`src/rtl/cordic_pkg.sv`:
```
// Shared CORDIC definitions: FSM states, angle constants and the arctangent table (Q16.16).
package cordic_pkg;

  typedef enum logic [1:0] {
    IDLE = 2'd0,
    ITER = 2'd1,
    DONE = 2'd2
  } state_e;

  localparam int PI     = 205887;
  localparam int PI_2   = 102944;
  localparam int ATAN_N = 16;

  // atan(2^-idx) in Q16.16
  function automatic int atan_lookup(input logic [3:0] idx);
    int v;
    case (idx)
      4'd0:    v = 51472;
      4'd1:    v = 30386;
      4'd2:    v = 16055;
      4'd3:    v = 8150;
      4'd4:    v = 4091;
      4'd5:    v = 2047;
      4'd6:    v = 1024;
      4'd7:    v = 512;
      4'd8:    v = 256;
      4'd9:    v = 128;
      4'd10:   v = 64;
      4'd11:   v = 32;
      4'd12:   v = 16;
      4'd13:   v = 8;
      4'd14:   v = 4;
      default: v = 2;
    endcase
    return v;
  endfunction

endpackage

```
`src/rtl/cordic_atan_rom.sv`:
```
// Combinational arctangent table: micro-rotation index -> atan(2^-i), sign-extended to W bits.
module cordic_atan_rom
  import cordic_pkg::*;
#(
  parameter int W = 32
) (
  input  logic        [3:0]   idx_i,
  output logic signed [W-1:0] atan_o
);

  assign atan_o = W'(atan_lookup(idx_i));

endmodule

```
`src/rtl/cordic_rotation_iter.sv`:
```
// Iterative CORDIC in rotation mode: one micro-rotation per clock, ready/valid on both sides.
// Outputs are unscaled (gain ~1.6468); neg_out tells the downstream scaler to negate.
module cordic_rotation_iter
  import cordic_pkg::*;
#(
  parameter  int INT_SIZE   = 16,
  parameter  int FRAC_SIZE  = 16,
  parameter  int ITERATIONS = 16,
  localparam int W          = INT_SIZE + FRAC_SIZE
) (
  input  logic                clk,
  input  logic                rst_n,
  input  logic                in_valid,
  output logic                in_ready,
  input  logic signed [W-1:0] x_in,
  input  logic signed [W-1:0] y_in,
  input  logic signed [W-1:0] z_in,
  output logic                out_valid,
  input  logic                out_ready,
  output logic signed [W-1:0] x_out,
  output logic signed [W-1:0] y_out,
  output logic                neg_out
);

  localparam logic signed [W-1:0] PI_W     = W'(PI);
  localparam logic signed [W-1:0] PI_2_W   = W'(PI_2);
  localparam logic        [3:0]   LAST_IDX = 4'(ITERATIONS - 1);

  state_e              state_q, state_d;
  logic        [3:0]   i_q, i_d;
  logic signed [W-1:0] x_q, x_d;
  logic signed [W-1:0] y_q, y_d;
  logic signed [W-1:0] z_q, z_d;
  logic                neg_q, neg_d;

  logic signed [W-1:0] x_sh, y_sh, atan_w;

  cordic_atan_rom #(.W(W)) u_atan_rom (
    .idx_i  (i_q),
    .atan_o (atan_w)
  );

  assign x_sh = x_q >>> i_q;
  assign y_sh = y_q >>> i_q;

  // Next-state and datapath: load with quadrant fold, micro-rotate, hold for the handshake.
  always_comb begin
    state_d = state_q;
    i_d     = i_q;
    x_d     = x_q;
    y_d     = y_q;
    z_d     = z_q;
    neg_d   = neg_q;
    case (state_q)
      IDLE: begin
        if (in_valid) begin
          x_d     = x_in;
          y_d     = y_in;
          i_d     = 4'd0;
          state_d = ITER;
          // Fold angles outside [-pi/2, pi/2] by pi; the result then needs negation.
          if (z_in > PI_2_W) begin
            z_d   = z_in - PI_W;
            neg_d = 1'b1;
          end else if (z_in < -PI_2_W) begin
            z_d   = z_in + PI_W;
            neg_d = 1'b1;
          end else begin
            z_d   = z_in;
            neg_d = 1'b0;
          end
        end
      end
      ITER: begin
        if (!z_q[W-1]) begin
          x_d = x_q - y_sh;
          y_d = y_q + x_sh;
          z_d = z_q - atan_w;
        end else begin
          x_d = x_q + y_sh;
          y_d = y_q - x_sh;
          z_d = z_q + atan_w;
        end
        i_d = i_q + 4'd1;
        if (i_q == LAST_IDX) begin
          state_d = DONE;
        end
      end
      DONE: begin
        if (out_ready) begin
          state_d = IDLE;
        end
      end
      default: begin
        state_d = IDLE;
      end
    endcase
  end

  // State and datapath registers, all cleared by the asynchronous reset.
  always_ff @(posedge clk or negedge rst_n) begin
    if (!rst_n) begin
      state_q <= IDLE;
      i_q     <= 4'd0;
      x_q     <= '0;
      y_q     <= '0;
      z_q     <= '0;
      neg_q   <= 1'b0;
    end else begin
      state_q <= state_d;
      i_q     <= i_d;
      x_q     <= x_d;
      y_q     <= y_d;
      z_q     <= z_d;
      neg_q   <= neg_d;
    end
  end

  assign in_ready  = (state_q == IDLE);
  assign out_valid = (state_q == DONE);
  assign x_out     = x_q;
  assign y_out     = y_q;
  assign neg_out   = neg_q;

endmodule

```
`config.mk`:
```
export PLATFORM = sky130hd
export DESIGN_NAME = cordic_rotation_iter
export DESIGN_NICKNAME = d
export VERILOG_FILES = /design/src/rtl/cordic_pkg.sv /design/src/rtl/cordic_atan_rom.sv /design/src/rtl/cordic_rotation_iter.sv
export SDC_FILE = /design/constraint.sdc
export NUM_CORES = 1
export LEC_CHECK = 0
export CORE_ASPECT_RATIO = 0.5
export CORE_MARGIN = 3
export CORE_UTILIZATION = 30
export CTS_CLUSTER_SIZE = 28
export DETAILED_ROUTE_END_ITERATION = 8
export SLEW_MARGIN = 30
export SYNTH_ARGS = -nofsm -noshare
export SYNTH_HDL_FRONTEND = slang
export SYNTH_HIERARCHICAL = 1
export SYNTH_SLANG_ARGS = --single-unit
```
`constraint.sdc`:
```
create_clock -name clk -period 13.8 [get_ports clk]
set_input_delay 2.76 -clock clk [delete_from_list [all_inputs] [get_ports clk]]
set_output_delay 2.76 -clock clk [all_outputs]
set_load 0.03 [all_outputs]
```
Word-level counts from Yosys, hierarchy flattened
Memories as Yosys holds them, arrays and structs flattened.
Index checks and enable logic that the tools add are counted.

storage, ports and cells
  memories = 1
  output and inout bits = 67
  bits in registers = 103
  input bits = 100
  ROM bits = 256
  word-level logic and storage cells = 50

memory list
  memory            depth  width  read ports  clocked after memory_dff  write ports  line              RTL
  (name not given)  16     16     1           0                         0            cordic_pkg.sv:17  case (idx)

operators by class
  magnitude comparators = 2
  shift operators = 2
  reduce and logical (&&, ||, !) cells = 5
  add/subtract/negate cells = 9
  equality and inequality tests = 6
  multiplexer cells = 19

operator list
  operator                                                                        count
  32-bit two-way mux                                                              8
  32-bit one-hot mux with 2 select lines                                          3
  32-bit adder                                                                    3
  32-bit subtractor                                                               3
  32-bit by 4-bit >>> shifter with 32-bit output                                  2
  32-bit by 19-bit adder with 32-bit output, second input constant                1
  32-bit by 18-bit > comparator with 1-bit output, second input constant          1
  32-bit by 18-bit less-than comparator with 1-bit output, second input constant  1
  32-bit by 19-bit subtractor with 32-bit output, second input constant           1
  4-bit one-hot mux with 2 select lines                                           1
  2-bit two-way mux                                                               3
  2-bit one-hot mux with 3 select lines                                           1
  4-bit by 1-bit adder with 4-bit output, second input constant                   1
  4-bit equality test, second input constant                                      1
  4-bit two-way mux                                                               1
  2-bit inequality test, second input constant                                    2
  2-bit AND reduction                                                             2
  3-bit AND reduction                                                             1
  2-bit by 1-bit equality test with 1-bit output, second input constant           1
  2-bit equality test, second input constant                                      1
  2-bit zero test                                                                 1
  1-bit two-way mux                                                               2
  2-bit by 1-bit inequality test with 1-bit output, second input constant         1
  2-bit nonzero test                                                              1

Logic depth before layout (Yosys ltp)
  depth in word-level cells = 5
  depth in mapped cells = 29
  depth with buffers taken out = 25

By module
Netlist, hierarchy kept.

by module, submodules not included
  module                area each (sq um)  instances  sequential area each (sq um)  cells each
  cordic_rotation_iter  15185.8            1          2577.5                        1981
  cordic_atan_rom       459.2              1          0.0                           65

Least setup slack after synthesis
Ideal clock, no wire load.

  path type = flip-flop to flip-flop
  from = register i_q[3]
  to = register x_q[30] (netlist: x_out[30])
  arrival = 5.613 ns
  stages on the path, launching flop included = 26
  slack = 8.054 ns
  required time = 13.668 ns
  path through = dfrtp_1 -> clkbuf_1 -> clkbuf_1 -> clkbuf_1 -> buf_1 -> clkbuf_1 -> clkbuf_1 -> o21a_1 -> ha_1 -> nand2_1 -> nor3_1 -> and2_1 -> nor2_1 -> xnor2_1 -> ha_1 -> or4_1 -> a211o_1 -> a31oi_1 -> o21ai_0 -> nand2_1 -> o21ai_0 -> nand4_1 -> a21oi_1 -> a2111oi_0 -> xor2_1 -> mux2i_1

on the way
  cells in the longest elaborated chain, start to end = 4
  elaborated cells between the ends (all ways) = 5
  classes of those cells = add/sub: 2; shift: 1; mux: 2

ends and longest elaborated chain
  element                                             line                                                    RTL
  from (decl)                                         cordic_rotation_iter.sv:30                              logic [3:0] i_q, i_d;
  from (signal assigned)                              cordic_rotation_iter.sv:111                             i_q <= i_d;
  32-bit by 4-bit >>> shifter with 32-bit output (*)  cordic_rotation_iter.sv:44                              assign y_sh = y_q >>> i_q;
  32-bit subtractor or 32-bit adder (tied branches)   cordic_rotation_iter.sv:76, cordic_rotation_iter.sv:80
  32-bit two-way mux (*)                              cordic_rotation_iter.sv:75                              if (!z_q[W-1]) begin
  32-bit one-hot mux with 2 select lines (*)          cordic_rotation_iter.sv:54                              case (state_q)
  to (signal assigned)                                cordic_rotation_iter.sv:105                             x_q <= '0;
  to (signal assigned)                                cordic_rotation_iter.sv:112                             x_q <= x_d;
  to (decl)                                           cordic_rotation_iter.sv:31                              logic signed [W-1:0] x_q, x_d;

Mark *: on every way between the ends. The rest lies on a longest branch, timed or not.
A chain may end at the register's enable or synchronous reset.

Worst setup path after layout
  from = register i_q[1]
  to = register y_q[27] (netlist: y_out[27])

on the way
  cells in the longest elaborated chain, start to end = 4
  elaborated cells between the ends (all ways) = 5
  classes of those cells = add/sub: 2; shift: 1; mux: 2

ends and longest elaborated chain
  element                                             line                                                    RTL
  32-bit by 4-bit >>> shifter with 32-bit output (*)  cordic_rotation_iter.sv:43                              assign x_sh = x_q >>> i_q;
  32-bit adder or 32-bit subtractor (tied branches)   cordic_rotation_iter.sv:77, cordic_rotation_iter.sv:81
  32-bit two-way mux (*)                              cordic_rotation_iter.sv:75
  32-bit one-hot mux with 2 select lines (*)          cordic_rotation_iter.sv:54
  to (signal assigned)                                cordic_rotation_iter.sv:113                             y_q <= y_d;
  to (decl)                                           cordic_rotation_iter.sv:32                              logic signed [W-1:0] y_q, y_d;

Marked as above.

==> results_dict.tcl <==
set metrics [dict create \
    status "completed" \
    core-area_um2 50900 \
    hold_slack_ns 0.511 \
    cp-end-kind "flop" \
    fin_area_um2 17900 \
    syn_area_per_cell_um2 7.65 \
    grtUsageTotal 0.173 \
    die_w_um 329 \
    fin_cells 2812 \
    post_cts_buffers 0 \
    dp_cells 2796 \
    top_level_ports 167 \
    nNetsFinal 2334 \
    cp_slowest_cell "o41ai_1" \
    clock_skew_ns 0.00925 \
    dp_hpwl_um 37100 \
    cp_num_buf_inv 2 \
    hold_viol_final 0 \
    arrival_ns 7.12 \
    num_rows 58 \
    synth_edf_count 0 \
    syn_area_um2 15600 \
    layout_common_cells "nand2_1 (238), a21oi_1 (200), nor2_1 (194), clkdlybuf4s50_1 (165), o21ai_0 (134)" \
    start_kind "flop" \
    drv_cap 0 \
    cts_made_buffers 9 \
    drt_iter0_markers 1126 \
    cp_slowest_stage_delay_ns 0.74 \
    relSlewSlack 0.358 \
    yosysSeqAreaShare 0.165 \
    regToRegSetupSlack_ns 6.95 \
    critical_path.top_delay_family "compound AO/OA/AOI/OAI gates" \
    synth_ff_type "dfrtp_1" \
    maxSlewViolCount 0 \
    crit_top_cell "o21ai_0" \
    n_antenna_cell 0 \
    fin_crit_sh 0.497 \
    clockRootBuffer "clkbuf_16" \
    synth_top_area_frac 0.165 \
    fillers 5327 \
    period_needed_ns 6.85 \
    r2r-end "y_out[27]$_DFFE_PN0P_" \
    post_cts_resized 0 \
    hold_depth 2 \
    r2r_cells 20 \
    die_h_um 167 \
    worstPathMaxFanout 67 \
    port_buffers 166 \
    async_flop_share 1.00 \
    place_area_um2 17700 \
    hold_end "z_q[4]$_DFFE_PN0P_" \
    max_freq_ghz 0.146 \
    grt_remaining_overflow 0 \
    htreeDepth 3 \
    cts_tree "done" \
    num_vias 15300 \
    rsz0062_at_grt "no" \
    drt_wl_total_um 48700 \
    drtPass1Iterations 5 \
    setup_viol 0 \
    grt_max_degree 91 \
    finalSetupTns_ns 0 \
    cts.clk_slew.worst_paths_ns 0.08 \
    grt_pass1_vias 14700 \
    antenna_found_initial 0 \
    place_congestion 0.896 \
    min_path_type "flop to flop" \
    yosysUniqueCellTypes 89 \
    grt_first_pass_wirelength_um 78500 \
    post_drt_via_cell_ratio 5.44 \
    cts_buffer_depth 2 \
    area_delta_synth_final_pct 14.7 \
    final_common_cell "nand2_1" \
    die_area_um2 55100 \
    crit_chain "buf_4, inv_1, o21ai_0, nor2_1, o41ai_1, nand2_1, nor2_1, a21oi_1, xor2_1, ha_1, and3_1, a31oi_1, o21ai_0, o21ai_0, o31ai_1, a221o_1, or2_2, a31o_2, a211o_1, a41o_1" \
    synthTopCellsByArea "dfrtp_1 (16%), ha_1 (9.1%), a21oi_1 (6.4%)" \
    min_from "z_q[4]$_DFFE_PN0P_" \
    startpoint "i_q[1]$_DFFE_PN0P_" \
    synth-seq-cells 103 \
    required_ns 14.07 \
    layout-drive-gt1-share 0.0537 \
    ant_nets 0 \
    clock_latency_ns 0.38 \
    wl_per_cell_um 17.3 \
    cts_hold_buffers 0 \
    yosys_warnings 6 \
    tightest_slew_ns 0.963 \
    r2r-start "i_q[1]$_DFFE_PN0P_" \
    remaining_drc_errors 0 \
    synth_largest_area_cell "dfrtp_1" \
    synth_cells 2046 \
    clock_sinks 103 \
    start_util 0.308 \
    crit_type "flop to flop" \
]
==> worst min-delay path: stages, from the launching register on <==
cell	delay, ns
dfrtp_1	0.35
a31oi_1	0.07
o21ai_0	0.06
==> through the flow <==
| step | setup WS (ns) | util |
|---|---|---|
| 4_1_cts | 7.05 | 0.353 |
| 5_1_grt | 6.30 | 0.353 |
| 3_3_place_gp | 7.21 | 0.347 |
| 2_1_floorplan | 8.05 | - |
| 3_5_place_dp | 7.06 | 0.347 |
| 6_report | 6.95 | 0.353 |
==> kinds of logic after synthesis <==
family                   Yosys count  share of synthesized area
buffers and inverters            186                     0.0579
multiplexers                     130                      0.117
AO/OA/AOI/OAI                    651                      0.261
adder cells (fa/ha/maj)          117                     0.0950
AND/OR/NAND/NOR                  665                      0.196
flip-flops                       103                      0.165
XOR/XNOR                         193                      0.109
other                              1                   0.000240
==> cell type report <==
type / instances / area (um^2) / area share
flip-flops and latches: 103 / 2590 / 0.144
inverters: 51 / 191 / 0.0107
clock buffers: 11 / 243 / 0.0135
multi-input cells: 1772 / 12200 / 0.683
repair buffers: 180 / 1770 / 0.0985
clock inverters: 5 / 42.5 / 0.00237
well taps: 690 / 863 / 0.0481
==> cell usage after synthesis, drive strengths merged, types with 5 or more instances <==
master / instances
nor2b: 21
a211oi: 23
dfrtp: 103
nor2: 195
a211o: 10
a32oi: 5
o21bai: 17
a31o: 6
nand2b: 24
xnor2: 94
o211ai: 15
nor4: 13
a21oi: 200
a31oi: 71
mux2i: 67
mux4: 33
o21a: 17
nand4: 11
a22oi: 30
inv: 50
buf: 64
a41oi: 5
ha: 114
o21ai: 135
nand2: 240
or3: 15
or4: 6
a221o: 5
a21o: 46
nor3: 34
clkbuf: 71
and2: 17
xor2: 99
mux2: 30
o31ai: 9
o22ai: 15
o32ai: 5
and3: 35
o311ai: 5
a21boi: 5
nand3: 35
==> registers in the layout (all words and copies together), names as in the netlist <==
signal   flops
i_q          4
x_out       32
neg_out      1
y_out       32
z_q         32
state_q      2
==> metal layers <==
layer  global-route usage  part of all wire  vias to the layer above
met4               0.0414             0.019                        0
met5                    0                 0                        -
li1                     -                 -                     7595
met1                0.224              0.45                     7296
met2                0.305              0.49                      342
met3               0.0243             0.040                       53
==> worst max path at each step <==
stage / end / depth (start not counted)
after detailed placement: y_out[27]$_DFFE_PN0P_ / 20
after floorplan: x_out[30]$_DFFE_PN0P_ / 25
after global routing: y_out[27]$_DFFE_PN0P_ / 20
final: y_out[27]$_DFFE_PN0P_ / 20
after CTS: y_out[27]$_DFFE_PN0P_ / 20
after global placement: y_out[27]$_DFFE_PN0P_ / 20
Power is left out: the tool's default activity adds up to more than one toggle a clock period on the data nets, which glitch-free logic cannot reach.
